**src/rtl/rf_write_arbiter.sv**
```systemverilog
// Register-file write-port arbiter: write-back has priority, long-latency results
// wait in a small FIFO, stale queued entries are killed, and starvation forces a stall.
module rf_write_arbiter #(
   parameter int DEPTH      = 2,
   parameter int STARVE_MAX = 4
) (
   input  logic        clk,
   input  logic        rst_n,
   input  logic        wb_we,
   input  logic [4:0]  wb_addr,
   input  logic [31:0] wb_data,
   input  logic        lu_valid,
   input  logic [4:0]  lu_addr,
   input  logic [31:0] lu_data,
   output logic        lu_ready,
   output logic        rf_we,
   output logic [4:0]  rf_addr,
   output logic [31:0] rf_data,
   output logic        stall_out,
   output logic [31:0] pend_mask
);

   localparam int PW = (DEPTH > 1) ? $clog2(DEPTH) : 1;
   localparam int CW = PW + 1;
   localparam int SW = $clog2(STARVE_MAX + 1);

   logic [4:0]       addr_q [DEPTH];
   logic [31:0]      data_q [DEPTH];
   logic [DEPTH-1:0] vld_q, vld_d;
   logic [PW-1:0]    wr_ptr_q, rd_ptr_q;
   logic [CW-1:0]    cnt_q, cnt_d;
   logic [SW-1:0]    starve_q, starve_d;
   logic             stall_q, stall_d;
   logic             rf_we_q, rf_we_d;
   logic [4:0]       rf_addr_q, rf_addr_d;
   logic [31:0]      rf_data_q, rf_data_d;

   logic full, empty, wb_req, push, pop, head_vld;

   always_comb begin
      full     = (cnt_q == CW'(DEPTH));
      empty    = (cnt_q == '0);
      wb_req   = wb_we && (wb_addr != 5'd0) && !stall_q;
      push     = lu_valid && !full && (lu_addr != 5'd0);
      pop      = !wb_req && !empty;
      head_vld = vld_q[rd_ptr_q];
      cnt_d    = cnt_q + CW'(push) - CW'(pop);
   end

   // Kill matching entries first; a same-cycle push to the killed register lands invalid.
   always_comb begin
      vld_d = vld_q;
      for (int i = 0; i < DEPTH; i++) begin
         if (wb_req && (addr_q[i] == wb_addr)) vld_d[i] = 1'b0;
      end
      if (pop)  vld_d[rd_ptr_q] = 1'b0;
      if (push) vld_d[wr_ptr_q] = !(wb_req && (lu_addr == wb_addr));
   end

   always_comb begin
      rf_we_d   = 1'b0;
      rf_addr_d = rf_addr_q;
      rf_data_d = rf_data_q;
      if (wb_req) begin
         rf_we_d   = 1'b1;
         rf_addr_d = wb_addr;
         rf_data_d = wb_data;
      end else if (pop && head_vld) begin
         rf_we_d   = 1'b1;
         rf_addr_d = addr_q[rd_ptr_q];
         rf_data_d = data_q[rd_ptr_q];
      end
   end

   always_comb begin
      starve_d = starve_q;
      stall_d  = 1'b0;
      if (empty || pop) begin
         starve_d = '0;
      end else if (wb_req) begin
         if (starve_q + SW'(1) == SW'(STARVE_MAX)) begin
            starve_d = '0;
            stall_d  = 1'b1;
         end else begin
            starve_d = starve_q + SW'(1);
         end
      end
   end

   always_comb begin
      pend_mask = '0;
      for (int i = 0; i < DEPTH; i++) begin
         if (vld_q[i]) pend_mask[addr_q[i]] = 1'b1;
      end
   end

   always_ff @(posedge clk or negedge rst_n) begin
      if (!rst_n) begin
         for (int i = 0; i < DEPTH; i++) begin
            addr_q[i] <= '0;
            data_q[i] <= '0;
         end
         vld_q     <= '0;
         wr_ptr_q  <= '0;
         rd_ptr_q  <= '0;
         cnt_q     <= '0;
         starve_q  <= '0;
         stall_q   <= 1'b0;
         rf_we_q   <= 1'b0;
         rf_addr_q <= '0;
         rf_data_q <= '0;
      end else begin
         if (push) begin
            addr_q[wr_ptr_q] <= lu_addr;
            data_q[wr_ptr_q] <= lu_data;
            wr_ptr_q         <= wr_ptr_q + PW'(1);
         end
         if (pop) rd_ptr_q <= rd_ptr_q + PW'(1);
         vld_q     <= vld_d;
         cnt_q     <= cnt_d;
         starve_q  <= starve_d;
         stall_q   <= stall_d;
         rf_we_q   <= rf_we_d;
         rf_addr_q <= rf_addr_d;
         rf_data_q <= rf_data_d;
      end
   end

   assign lu_ready  = !full;
   assign rf_we     = rf_we_q;
   assign rf_addr   = rf_addr_q;
   assign rf_data   = rf_data_q;
   assign stall_out = stall_q;

endmodule

```
**config.mk**
```make
export PLATFORM = sky130hd
export DESIGN_NAME = rf_write_arbiter
export DESIGN_NICKNAME = d
export VERILOG_FILES = /design/src/rtl/rf_write_arbiter.sv
export SDC_FILE = /design/constraint.sdc
export NUM_CORES = 1
export LEC_CHECK = 0
export CORE_AREA = 2 2 98 100
export DETAILED_ROUTE_END_ITERATION = 6
export DIE_AREA = 0 0 100 102
export DONT_BUFFER_PORTS = 1
export GPL_ROUTABILITY_DRIVEN = 0
export PLACE_DENSITY = 0.85
export SYNTH_ARGS = -nofsm -noshare
export SYNTH_HDL_FRONTEND = slang
export SYNTH_SLANG_ARGS = --single-unit
export TNS_END_PERCENT = 30
```
**constraint.sdc**
```tcl
create_clock -name clk -period 5.4 [get_ports clk]
set_input_delay 1.08 -clock clk [delete_from_list [all_inputs] [get_ports clk]]
set_output_delay 1.08 -clock clk [all_outputs]
set_load 0.005 [all_outputs]
```
# --- Word level (Yosys, flattened, before mapping) ---
# Cells that the tools add are included.
op_classes:
  bitwise_logic: 5
  n_lt_le_gt_ge: 11
  muxes: 41
  eq_ne: 5
  add_sub_neg: 5
  n_reduce_logical: 25
ops:
  columns: ["op", "n"]
  rows:
  - ["32-bit two-way mux", 8]
  - ["64-bit bitwise mux", 1]
  - ["32-bit demux with 1-bit select", 1]
  - ["32-bit OR", 1]
  - ["5-bit two-way mux", 6]
  - ["5-bit == test", 3]
  - ["1-bit logical AND", 14]
  - ["1-bit two-way mux", 13]
  - ["5-bit by 6-bit < comparator with 1-bit output (second input constant)", 2]
  - ["10-bit bitwise mux", 1]
  - ["1-bit demux with 5-bit select", 2]
  - ["5-bit by 1-bit >= comparator with 1-bit output (second input constant)", 2]
  - ["5-bit nonzero test", 2]
  - ["3-bit two-way mux", 3]
  - ["5-bit demux with 1-bit select", 1]
  - ["1-bit logical NOT", 5]
  - ["2-bit >= comparator (second input constant)", 2]
  - ["1-bit by 2-bit < comparator with 1-bit output (second input constant)", 2]
  - ["2-bit two-way mux", 2]
  - ["1-bit inverter with 2-bit output", 2]
  - ["2-bit nonzero test", 2]
  - ["3-bit by 1-bit adder with 3-bit output (second input constant)", 1]
  - ["3-bit == test (second input constant)", 1]
  - ["1-bit adder (second input constant)", 2]
  - ["other kinds (11)", 13]
word_totals:
  ff_bits: 122
  elab_cells: 105
  output_inout_bits: 72
  inputBits: 78

# --- Logic depth before layout (Yosys ltp) ---
logic_depth:
  ltp_word: 9
  depth_mapped: 9
  ltp_nobuf: 8

# --- Worst setup path before layout ---
# No wires, ideal clock.
synth_timing:
  path_type: "input-to-reg"
  from: "input port wb_addr[0]"
  to: "register cnt_q[1]"
  required_time_ns: 5.320
  arrival_time_ns: 2.714
  setup_time_ns: 0.080
  setup_slack_ns: 2.606
  path_stages: 9
  cell_sequence: "or4_4 > o21a_1 > buf_6 > nor2_2 > ha_1 > inv_1 > ha_1 > xnor2_1 > xnor2_1"
synth_via:
  elab_chain_len: 6
synth_lines:
  columns: ["item", "line_no", "source"]
  rows:
  - ["start: declaration", "10", "input logic [4:0] wb_addr,"]
  - ["5-bit nonzero test", "43", "wb_req = wb_we && (wb_addr != 5'd0) && !stall_q;"]
  - ["1-bit logical AND (2 in a row)", "43", null]
  - ["1-bit logical NOT", "45", "pop = !wb_req && !empty;"]
  - ["1-bit logical AND", "45", null]
  - ["named net pop", "38", "logic full, empty, wb_req, push, pop, head_vld;"]
  - ["2-bit by 1-bit subtractor with 2-bit output", "47", "cnt_d = cnt_q + CW'(push) - CW'(pop);"]
  - ["named net cnt_d[1]", "31", "logic [CW-1:0] cnt_q, cnt_d;"]
  - ["end signal: assignment", "120", "cnt_q <= cnt_d;"]
  - ["end: declaration", "31", null]
# The timed path passes the listed nets, and every way through them passes these cells.
# A chain may end at the register's enable or synchronous reset.

# --- Final worst setup path ---
layout_timing:
  from: "register vld_q[0]"
  to: "output port pend_mask[8]"
layout_via:
  elab_chain_len: 3
layout_lines:
  columns: ["item", "line_no", "source"]
  rows:
  - ["start: declaration", "29", "logic [DEPTH-1:0] vld_q, vld_d;"]
  - ["start signal: assignment", "119", "vld_q <= vld_d;"]
  - ["32-bit two-way mux *", "93", "if (vld_q[i]) pend_mask[addr_q[i]] = 1'b1;"]
  - ["32-bit OR (no line)", null, null]
  - ["32-bit two-way mux *", "93", null]
  - ["end: declaration", "20", "output logic [31:0] pend_mask"]
# Every way passes the cells marked *; elsewhere a longest branch is shown, timed or not.

==> out/results.ini <==
[power_and_ir_drop]
p_sw_mw=1.58
max-vdd-ir-drop_uv=384
p_comb_frac=0.358
p_clk_frac=0.243
switching_share=0.365
p_leak_nw=2.75
intPower_mw=2.75
seqPwrFrac=0.399
p_per_area_nw_per_um2=660

[floorplan]
core.rowCount=35
start_util=0.671
die_area_um2=10200
die_w_um=100
die_y_um=102
core_area_um2=9110
io_pins=150

[synth]
synth_top_area_share=0.499
synth_flop_cell=dfrtp_1
synth_fp_nets=632
synth_area_leaders=dfrtp_1, mux2_2, mux2i_1, o21ai_0, nand3_1
ys_warn_count=0
ys_ff_latch=122
syn_area_per_cell_um2=11.1
synth_area_um2=6110
synthArstFlopShare=1.00
ys_seq_area_frac=0.499
netlist_instances=550
synth_largest_area_cell=dfrtp_1
yosysMostFrequentCell=dfrtp_1
synth_common_cells=dfrtp_1, o21ai_0, mux2_2, nand2_1, nand3_1
synth_cell_types=42
synth_enable_flop_cells=0

[worst_setup_path]
r2r_end=rf_data[30]$_DFFE_PN0P_
endpoint_kind=output pin
worstPathArrival_ns=1.88
reg2reg_depth=4
cp.required_ns=4.32
crit_fanout=8
r2r-start=vld_q[0]$_DFF_PN0_
worst_setup_path_start_kind=register
critPathKind=reg2out
reg2reg_slack_ns=2.47

[global_route]
grt_start_max_net_pins=123
gr-total-overflow=0
grt_pass1_vias=4539
grt-busiest-layer=met2
met3_usage=0.0882
use_met1=0.318
grtUsageMet2=0.512
grt_usage=0.286
antenna_found_initial=0
grt_pass1_wl_mm=22.6

[clocking]
cts_buffers=17
cts_sinks=122
ctsHoldBuffers=0
cts_tree=yes
htree_levels=4
cts-root-buf=clkbuf_8
insertion_delay_ns=0.51
cts_resized=0
clkTransAtPathRegs_ns=0.06
cts_buffer_depth=2
post_cts_buffers=0

[timing]
max_clock_freq_ghz=0.338
finalHoldViolations=0
max_slew_margin=0.193
post-route-period-util=0.548
finalSetupViolCount=0
setup_tns_ns=0
rsz0062_at_grt=false
tightest_slew_ns=1.21
fin_skew_ns=0.00871
slew_viol_final=0
min_period_ns=2.96

[outcome]
outcome=completed

[placed_design]
dp.cells=617
portBuffers=0
dp_hpwl_mm=8.93

[route]
wl_mm=14.2
vias=4292
drcViolationCount=0
firstDrtPassIters=4
ant_nets=0
wl_per_cell_um=22.0
avgViaCountPerCell=6.62
drt_iter0_drc=385

[worst_hold_path]
min_path_type=in2async

[layout]
area_growth_pct=7.39
antennaDiodeCount=0
fill_cells=607
postLayoutCoreUtil=0.721
multiInputGateArea_um2=2780
drive_gt1_frac=0.225
fin_cells=648
seq_area_um2=3050
nets=607

[flow_run]
maxCapViolCount=0

cell usage in the layout (no fill, tap or decap), types with 2 or more instances in the layout:
cell type,instances
bufinv_16,2
nor3b_1,2
o21ai_0,72
nand3b_1,10
o2111ai_4,2
or3b_2,6
mux2i_1,36
clkbuf_1,4
clkbuf_16,16
ha_1,4
nor4_1,3
clkinv_2,4
buf_4,4
clkbuf_8,3
nand3_1,43
nand2_1,47
mux2_1,3
o22ai_1,33
or4_4,2
or3_1,2
or2_2,2
xnor2_1,11
o211ai_1,2
nor2_1,6
xor2_1,8
mux2_2,70
dfrtp_1,121
clkinvlp_4,2
inv_1,3
worst max path at each step:
stage / from / endpoint / slack (ns) / cells after the start
CTS: vld_q[0]$_DFF_PN0_ / pend_mask[24] / 2.47 / 2
finish: vld_q[0]$_DFF_PN0_ / pend_mask[8] / 2.44 / 2
global route: vld_q[0]$_DFF_PN0_ / rf_data[30]$_DFFE_PN0P_ / 2.23 / 4
detailed placement: lu_addr[1] / data_q[41]$_DFFE_PN0P_ / 2.20 / 4
global placement: lu_addr[1] / data_q[53]$_DFFE_PN0P_ / 2.25 / 4
floorplan: wb_addr[0] / cnt_q[1]$_DFF_PN0_ / 2.61 / 9
sequential cells by signal (all words and copies together) (netlist names), 2 cells and up:
register and cells:
cnt_q 2, addr_q 10, vld_q 2, data_q 64, rf_data 32, rf_addr 5
starve_q 3
stage by stage:
stage	instance area [um2]	hold slack, ns	worst slack (ns)	power (mW)
final	6570	0.262	2.44	4.34
after detailed placement	6010	0.479	2.20	3.25
after CTS	6570	0.247	2.47	4.34
after floorplan	6110	0.444	2.61	2.96
after global placement	6010	0.455	2.25	3.15
after global routing	6570	0.240	2.23	4.60
routing by layer:
metal	share of wire	wire [um]
met2	0.52	7350
met5	0	0
met1	0.39	5490
met4	0.021	305
met3	0.077	1100
power by group through the flow:
stage	Clock, mW	Sequential [mW]	Combinational, mW
floorplan	0	1.56	1.40
detailed placement	0	1.73	1.52
CTS	1.06	1.73	1.55
global route	1.11	1.79	1.70
finish	1.05	1.73	1.55
global placement	0	1.69	1.46
cell type report:
cell class	count	area share
Clock buffer	23	0.0696
Timing Repair Buffer	4	0.00457
Tap cell	111	0.0212
Sequential cell	122	0.465
Inverter	3	0.00171
Multi-Input combinational cell	377	0.423
Clock inverter	8	0.0145
logic make-up (layout without fill, tap and decap cells):
family          count (synthesis)  count (layout)  synth area share
fa+ha+maj                       4               4           0.00819
compound gates                117             117             0.119
flops                         122             122             0.499
simple gates                  128             128             0.107
xor+xnor                       19              19            0.0272
buf+inv                        51              38            0.0462
mux                           109             109             0.193
worst max-delay path, cell delays in order, from the launching register on:
cell and delay [ns]:
dfrtp_1 0.49, or3b_2 0.59, o22ai_1 0.29
Note: power is estimated with default switching activity, not from simulation.
